File: config.mk
export PLATFORM = sky130hd
export DESIGN_NAME = rf_fwd_scoreboard_flat
export DESIGN_NICKNAME = d
export VERILOG_FILES = /design/src/rtl/rf_fwd_scoreboard_if.sv /design/src/rtl/rf_fwd_scoreboard.sv /design/src/flat_wrapper.sv
export SDC_FILE = /design/constraint.sdc
export NUM_CORES = 1
export LEC_CHECK = 0
export BUFFER_PORTS_ARGS = -buffer_cell sky130_fd_sc_hd__buf_2
export CORE_MARGIN = 2
export CORE_UTILIZATION = 40
export CTS_BUF_LIST = sky130_fd_sc_hd__clkbuf_8
export DETAILED_ROUTE_END_ITERATION = 12
export GPL_ROUTABILITY_DRIVEN = 0
export PLACE_DENSITY = 0.73
export SLEW_MARGIN = 20
export SYNTH_ARGS = -nofsm -noshare
export SYNTH_HDL_FRONTEND = slang
export SYNTH_SLANG_ARGS = --single-unit
File: constraint.sdc
create_clock -name clk -period 5.2 [get_ports clk]
set_input_delay 1.04 -clock clk [delete_from_list [all_inputs] [get_ports clk]]
set_output_delay 1.04 -clock clk [all_outputs]
set_load 0.01 [all_outputs]
File: src/rtl/rf_fwd_scoreboard_if.sv
// Signal bundle between the ID stage and the operand forwarding / load-use hazard unit.
// The master modport is the ID side. The slave modport is the scoreboard itself.
interface rf_fwd_scoreboard_if #(
    parameter int unsigned DATA_W = 32,
    parameter int unsigned ADDR_W = 5,
    parameter int unsigned DEPTH  = 3,
    parameter int unsigned NRD    = 2,
    parameter int unsigned CNT_W  = 16
);
    logic                    freeze;
    logic                    flush;
    logic                    issue_valid;
    logic                    issue_we;
    logic [ADDR_W-1:0]       issue_waddr;
    logic                    issue_is_load;
    logic [DEPTH*DATA_W-1:0] stage_wdata;
    logic [NRD-1:0]          rd_en;
    logic [NRD*ADDR_W-1:0]   rd_addr;
    logic [NRD*DATA_W-1:0]   rf_rdata;
    logic [NRD*DATA_W-1:0]   rd_data;
    logic [NRD-1:0]          rd_fwd;
    logic                    stall_req;
    logic [CNT_W-1:0]        perf_stall_cnt;

    modport master (
        output freeze, flush, issue_valid, issue_we, issue_waddr, issue_is_load,
        output stage_wdata, rd_en, rd_addr, rf_rdata,
        input  rd_data, rd_fwd, stall_req, perf_stall_cnt
    );

    modport slave (
        input  freeze, flush, issue_valid, issue_we, issue_waddr, issue_is_load,
        input  stage_wdata, rd_en, rd_addr, rf_rdata,
        output rd_data, rd_fwd, stall_req, perf_stall_cnt
    );
endinterface

File: src/rtl/rf_fwd_scoreboard.sv
// ID-stage operand forwarding and load-use hazard unit.
// It tracks one tag slot per downstream stage, from slot 0 (EX) to slot DEPTH-1 (WB).
module rf_fwd_scoreboard #(
    parameter int unsigned DATA_W     = 32,
    parameter int unsigned ADDR_W     = 5,
    parameter int unsigned DEPTH      = 3,
    parameter int unsigned NRD        = 2,
    parameter int unsigned LOAD_STAGE = 1,
    parameter int unsigned CNT_W      = 16
) (
    input logic                clk,
    input logic                rst,
    rf_fwd_scoreboard_if.slave bus
);
    typedef struct packed {
        logic              valid;
        logic              we;
        logic [ADDR_W-1:0] waddr;
        logic              is_load;
    } slot_t;

    if (DEPTH < 1) begin : g_bad_depth
        $error("rf_fwd_scoreboard: DEPTH must be at least 1");
    end
    if (NRD < 1) begin : g_bad_nrd
        $error("rf_fwd_scoreboard: NRD must be at least 1");
    end
    if (LOAD_STAGE >= DEPTH) begin : g_bad_load_stage
        $error("rf_fwd_scoreboard: LOAD_STAGE must be below DEPTH");
    end

    slot_t                 slots [DEPTH];
    slot_t                 issue_tag;
    logic [DEPTH-1:0]      early;
    logic [NRD*DATA_W-1:0] rd_data_c;
    logic [NRD-1:0]        rd_fwd_c;
    logic                  stall_c;
    logic                  hit;
    logic                  ready;
    logic [DATA_W-1:0]     fwd_data;
    logic [CNT_W-1:0]      stall_cnt;

    // A load's data does not exist yet in the slots ahead of LOAD_STAGE.
    for (genvar g = 0; g < DEPTH; g++) begin : g_early
        assign early[g] = (g < LOAD_STAGE);
    end

    // Per-port match. The scan runs from the oldest slot to the youngest, so the youngest match wins.
    always_comb begin
        rd_data_c = bus.rf_rdata;
        rd_fwd_c  = '0;
        stall_c   = 1'b0;
        hit       = 1'b0;
        ready     = 1'b0;
        fwd_data  = '0;
        for (int p = 0; p < int'(NRD); p++) begin
            hit      = 1'b0;
            ready    = 1'b0;
            fwd_data = '0;
            for (int k = int'(DEPTH) - 1; k >= 0; k--) begin
                if (bus.rd_en[p] && slots[k].valid && slots[k].we &&
                    (slots[k].waddr == bus.rd_addr[p*ADDR_W +: ADDR_W]) &&
                    (bus.rd_addr[p*ADDR_W +: ADDR_W] != '0)) begin
                    hit      = 1'b1;
                    ready    = !(slots[k].is_load && early[k]);
                    fwd_data = bus.stage_wdata[k*DATA_W +: DATA_W];
                end
            end
            if (hit && ready) begin
                rd_data_c[p*DATA_W +: DATA_W] = fwd_data;
                rd_fwd_c[p]                   = 1'b1;
            end
            stall_c = stall_c | (hit && !ready);
        end
    end

    // Slot 0 takes a bubble while the issuing instruction is held by a hazard.
    always_comb begin
        issue_tag.valid   = bus.issue_valid && !stall_c;
        issue_tag.we      = bus.issue_we;
        issue_tag.waddr   = bus.issue_waddr;
        issue_tag.is_load = bus.issue_is_load;
    end

    always_ff @(posedge clk or negedge rst) begin
        if (!rst) begin
            for (int k = 0; k < int'(DEPTH); k++) begin
                slots[k] <= '0;
            end
            stall_cnt <= '0;
        end else begin
            if (stall_c && (stall_cnt != '1)) begin
                stall_cnt <= stall_cnt + CNT_W'(1);
            end
            if (bus.flush) begin
                for (int k = 0; k < int'(DEPTH); k++) begin
                    slots[k] <= '0;
                end
            end else if (!bus.freeze) begin
                for (int k = int'(DEPTH) - 1; k > 0; k--) begin
                    slots[k] <= slots[k-1];
                end
                slots[0] <= issue_tag;
            end
        end
    end

    assign bus.rd_data        = rd_data_c;
    assign bus.rd_fwd         = rd_fwd_c;
    assign bus.stall_req      = stall_c;
    assign bus.perf_stall_cnt = stall_cnt;
endmodule

File: src/flat_wrapper.sv
// flat-port wrapper written by rule: the top's interface ports become plain ports
module rf_fwd_scoreboard_flat 
#(
    parameter int unsigned DATA_W     = 32,
    parameter int unsigned ADDR_W     = 5,
    parameter int unsigned DEPTH      = 3,
    parameter int unsigned NRD        = 2,
    parameter int unsigned LOAD_STAGE = 1,
    parameter int unsigned CNT_W      = 16
)
  (clk, rst, bus_freeze, bus_flush, bus_issue_valid, bus_issue_we, bus_issue_waddr, bus_issue_is_load, bus_stage_wdata, bus_rd_en, bus_rd_addr, bus_rf_rdata, bus_rd_data, bus_rd_fwd, bus_stall_req, bus_perf_stall_cnt);
  rf_fwd_scoreboard_if #(.DATA_W(DATA_W), .ADDR_W(ADDR_W), .DEPTH(DEPTH), .NRD(NRD), .CNT_W(CNT_W)) bus_i ();
  input logic clk;
  input logic rst;
  input wire logic [$bits(bus_i.freeze)-1:0] bus_freeze;
  input wire logic [$bits(bus_i.flush)-1:0] bus_flush;
  input wire logic [$bits(bus_i.issue_valid)-1:0] bus_issue_valid;
  input wire logic [$bits(bus_i.issue_we)-1:0] bus_issue_we;
  input wire logic [$bits(bus_i.issue_waddr)-1:0] bus_issue_waddr;
  input wire logic [$bits(bus_i.issue_is_load)-1:0] bus_issue_is_load;
  input wire logic [$bits(bus_i.stage_wdata)-1:0] bus_stage_wdata;
  input wire logic [$bits(bus_i.rd_en)-1:0] bus_rd_en;
  input wire logic [$bits(bus_i.rd_addr)-1:0] bus_rd_addr;
  input wire logic [$bits(bus_i.rf_rdata)-1:0] bus_rf_rdata;
  output wire logic [$bits(bus_i.rd_data)-1:0] bus_rd_data;
  output wire logic [$bits(bus_i.rd_fwd)-1:0] bus_rd_fwd;
  output wire logic [$bits(bus_i.stall_req)-1:0] bus_stall_req;
  output wire logic [$bits(bus_i.perf_stall_cnt)-1:0] bus_perf_stall_cnt;
  assign bus_i.freeze = bus_freeze;
  assign bus_i.flush = bus_flush;
  assign bus_i.issue_valid = bus_issue_valid;
  assign bus_i.issue_we = bus_issue_we;
  assign bus_i.issue_waddr = bus_issue_waddr;
  assign bus_i.issue_is_load = bus_issue_is_load;
  assign bus_i.stage_wdata = bus_stage_wdata;
  assign bus_i.rd_en = bus_rd_en;
  assign bus_i.rd_addr = bus_rd_addr;
  assign bus_i.rf_rdata = bus_rf_rdata;
  assign bus_rd_data = bus_i.rd_data;
  assign bus_rd_fwd = bus_i.rd_fwd;
  assign bus_stall_req = bus_i.stall_req;
  assign bus_perf_stall_cnt = bus_i.perf_stall_cnt;
  rf_fwd_scoreboard #(.DATA_W(DATA_W), .ADDR_W(ADDR_W), .DEPTH(DEPTH), .NRD(NRD), .LOAD_STAGE(LOAD_STAGE), .CNT_W(CNT_W)) u_core (.clk(clk), .rst(rst), .bus(bus_i));
endmodule
[Word-level counts from Yosys, hierarchy flattened]
Cells that the tools add are included.
Cells by class
  $add $sub $neg: 1
  eq/ne operators: 8
  multiplexer cells: 20
  bitwise logic cells: 1
  reductions and logical operators: 36
Operator list (count)
  two-way mux 32 bit: 8
  two-way mux 24 bit: 2
  equality test 5 bit: 6
  logical AND 1 bit: 30
  adder 16 x 1 -> 16 bit, second input constant: 1
  != test 16 bit, second input constant: 1
  two-way mux 1 bit: 10
  nonzero test 5 bit: 2
  zero test 1 bit: 4
  != test 2 x 1 -> 1 bit, second input constant: 1
  bitwise OR 1 bit: 1
Storage, ports and cells
  register bits after elaboration: 39
  input port bits: 184
  output and inout port bits: 83

[Depth between registers and ports, before layout]
  word-level depth: 14
  gate-level depth with buffers: 8

[Worst setup path before layout]
Ideal clock, no wire load.
  path type: input port to output port
  start: in bus_rd_addr[0]
  end: out bus_rd_data[10]
  arrival: 2.739 ns
  data required time: 4.160 ns
  setup slack: 1.421 ns
  stages: 7
  cells stage by stage: or4_1 -> o21ai_4 -> or3_1 -> buf_4 -> buf_2 -> nor3_1 -> a221oi_1
Between the ends
  cells in the longest elaborated chain, start to end: 8
  elaborated cells on any way between the ends: 19
  classes of those cells: 3 x eq/ne; 8 x mux; 8 x reduce/logical
RTL lines
  start: declaration: RTL line flat_wrapper.sv:23  | input wire logic [$bits(bus_i.rd_addr)-1:0] bus_rd_addr;
  equality test 5 bit: RTL line rf_fwd_scoreboard.sv:62  | (slots[k].waddr == bus.rd_addr[p*ADDR_W +: ADDR_W]) &&
  logical AND 1 bit: RTL line rf_fwd_scoreboard.sv:61  | if (bus.rd_en[p] && slots[k].valid && slots[k].we &&
  logical AND 1 bit: RTL line rf_fwd_scoreboard.sv:62
  two-way mux 1 bit (3 in a row): RTL line rf_fwd_scoreboard.sv:61
  logical AND 1 bit: RTL line rf_fwd_scoreboard.sv:69  | if (hit && ready) begin
  two-way mux 32 bit *: RTL line rf_fwd_scoreboard.sv:69
  end: declaration: RTL line flat_wrapper.sv:25  | output wire logic [$bits(bus_i.rd_data)-1:0] bus_rd_data;
Every way passes the cells marked *; elsewhere a longest branch is shown, timed or not.

[Worst setup path in the final report]
  start: in bus_rd_addr[5]
  end: out bus_rd_data[61]
The elaborated chain is that of the path after synthesis.

==> results.cfg <==
[power_and_ir_drop]
powerDensity_mw_per_mm2 = 138
peakVddDrop_uv = 183
leakagePower_nw = 2.98
power_uw = 904

[min_path]
min_to = u_core.bus.perf_stall_cnt[9]$_DFFE_PN0P_
min-delay-start = u_core.bus.perf_stall_cnt[9]$_DFFE_PN0P_
worstHoldPathCells = 1
min_path_type = flop to flop

[place]
hpwl_mm = 13.3
dpl_cell_area_mm2 = 0.00639
dp_slack_ns = 0.688
port_buffers = 266

[synth]
synthFlopType = dfrtp_1
syn_area_per_cell_um2 = 8.35
syn_area_mm2 = 0.00501
synth_top_area_share = 0.190
async_reset_ff_frac = 1.00
ys_seq_area_frac = 0.190
ys_warn_count = 0
yosys_register_bits = 38
synth_cell_types = 48
synth.most_common_cell = nor2_1
yosys-top-cells-area = dfrtp_1, mux2i_1, o41ai_2
syn_nets = 785
synthCells = 600
synth-edff-count = 0
synthTopCellsByCount = nor2_1, mux2i_1, dfrtp_1
synth_top_area_cell = dfrtp_1

[timing]
slew_viol_final = 0
hold_viol = 0
setup_viol = 0
fmax_ghz = 0.220
worstMarginPinSlew_ns = 0.860
period_share = 0.873
tns_ns = 0
rsz0062_at_grt = no
finalCriticalPeriod_ns = 4.54
fin_skew_ns = 0.00723
max-slew-margin-rel = 0.427
timing.final.ws_setup_ns = 0.658

[detailed_routing]
antenna_left = 0
drcViolationCount = 0
firstDrtPassIters = 5
vias_per_cell = 5.73
wl_mm = 17.7
drt_iter0_drc = 426
wl_per_cell_um = 17.7
via_count = 5731

[floorplanning]
row_count = 40
die_w_um = 116
die-area_mm2 = 0.0134
io-pin-count = 267
start_util = 0.414
dieHeight_um = 116
core_mm2 = 0.0121

[setup_path]
cpMostUsedCell = buf_2
r2r-start = u_core.slots[20]$_DFFE_PN0P_
required_ns = 4.16
rrSetupSlack_ns = 2.51
worstSetupStartpointType = primary input
arrival_ns = 3.50
critical-path-top-delay-family = simple AND/OR/NAND/NOR gates
crit_path_cell_trace = buf_2 -> or4_1 -> or2_1 -> and4_4 -> o21a_4 -> a21oi_1 -> buf_2
worst-path-buf-inv = 2
cp_slowest_stage_delay_ns = 0.55
critical_path_class = primary input to output pin
crit_slowest_cell = or4_1
critPathMaxFanout = 33
r2r-end = u_core.bus.perf_stall_cnt[12]$_DFFE_PN0P_
endpoint_kind = output pin
r2r_cells = 6

[clocking]
cts_setup_buffers = 0
clkTransAtPathRegs_ns = 0.07
hold_buffers = 0
clkLatencyLatePin_ns = 0.29
cts_root_buffer = clkbuf_8
cts-buffers-inserted = 5
clockBufferDepth = 2
cts_resized = 0
cts_num_sinks = 38
cts_htree_levels = 2
cts_tree = done

[global_route]
track_usage = 0.248
first_global_vias = 5452
grt_antenna_before_repair = 0
grt_pass1_wl_mm = 26.8
grt_max_degree = 76
gr-total-overflow = 0

[final_layout]
area_growth_pct = 30.3
antenna_cells = 0
drive_above_1_share = 0.405
fillers = 1184
multi_input_comb_area_mm2 = 0.00362
seq_area_um2 = 952
nNetsFinal = 1016
design_area_mm2 = 0.00653

[flow_run]
drv_cap = 0

[run_status]
status = finished, final reports clean
[where the power goes]
group	switching [mW]	internal, mW
logic	0.154	0.133
registers	0.00900	0.302
clock network	0.113	0.192
[through the flow]
step	hold WS [ns]	std cells	utilization
2_1_floorplan	0.518	600	-
3_3_place_gp	0.488	992	0.527
3_5_place_dp	0.500	992	0.527
4_1_cts	0.515	1000	0.539
5_1_grt	0.537	1000	0.539
6_report	0.512	1000	0.539
[cells by family (layout without fill, tap and decap cells)]
logic type	count (synthesis)	count (layout)	synth area share
AO/OA/AOI/OAI	151	151	0.281
XOR/XNOR	44	44	0.0769
adder cells (fa/ha/maj)	1	1	0.00250
buffers and inverters	93	325	0.0902
flip-flops	38	38	0.190
multiplexers	88	88	0.176
AND/OR/NAND/NOR	185	185	0.183
[flip-flops by register name (all words and copies together), names as in the netlist]
name / count
u_core.slots: 22
u_core.bus.perf_stall_cnt: 16
[layout make-up]
type	instances	share of cell area
well taps	168	0.0322
inverters	35	0.0201
repair buffers	282	0.226
clock buffers	5	0.0105
multi-input cells	469	0.555
flip-flops and latches	38	0.146
clock inverters	3	0.0105
[worst max-delay path by stage]
stage	from	end	depth (start not counted)
after CTS	bus_rd_addr[5]	bus_rd_data[45]	8
final	bus_rd_addr[5]	bus_rd_data[61]	7
after global placement	bus_rd_addr[5]	bus_rd_data[63]	7
after floorplan	bus_rd_addr[0]	bus_rd_data[10]	7
after detailed placement	bus_rd_addr[5]	bus_rd_data[61]	7
after global routing	bus_rd_addr[7]	bus_rd_data[63]	7
[worst register-to-register path, delay by kind of cell (launching register included)]
kind | cells | cell delay [ns]
flops | 1 | 0.44
simple gates | 2 | 0.49
compound gates | 1 | 0.63
buf+inv | 1 | 0.36
xor+xnor | 1 | 0.26
mux | 1 | 0.39
[layout by cell type (no fill, tap or decap), drive strengths merged]
master,Yosys,routed
mux2,2,2
a2111oi,2,2
nand3b,1,1
a21oi,35,35
clkbuf,25,5
clkinv,1,2
ha,1,1
o2111ai,34,34
xor2,11,11
or3,2,2
a211oi,2,2
inv,34,34
o21a,2,2
nor3,37,37
nor4b,1,1
a221oi,32,32
or2,3,3
a31oi,1,1
xnor2,33,33
and4,2,2
nand2,9,9
bufinv,0,2
and4b,1,1
o21ai,10,10
nand3,14,14
mux2i,86,86
nor4,7,7
buf,33,282
and3,6,6
nand4,8,8
dfrtp,38,38
o31ai,1,1
or4,4,4
nor2,90,90
o41ai,32,32
[metal layers]
layer	vias up	global-route usage	wire, um
met5	-	0	0
met4	0	0.0730	303
met3	27	0.0303	1330
met2	268	0.435	8670
met1	2697	0.319	7390
li1	2739	-	-
(Power assumes the default switching activity.)
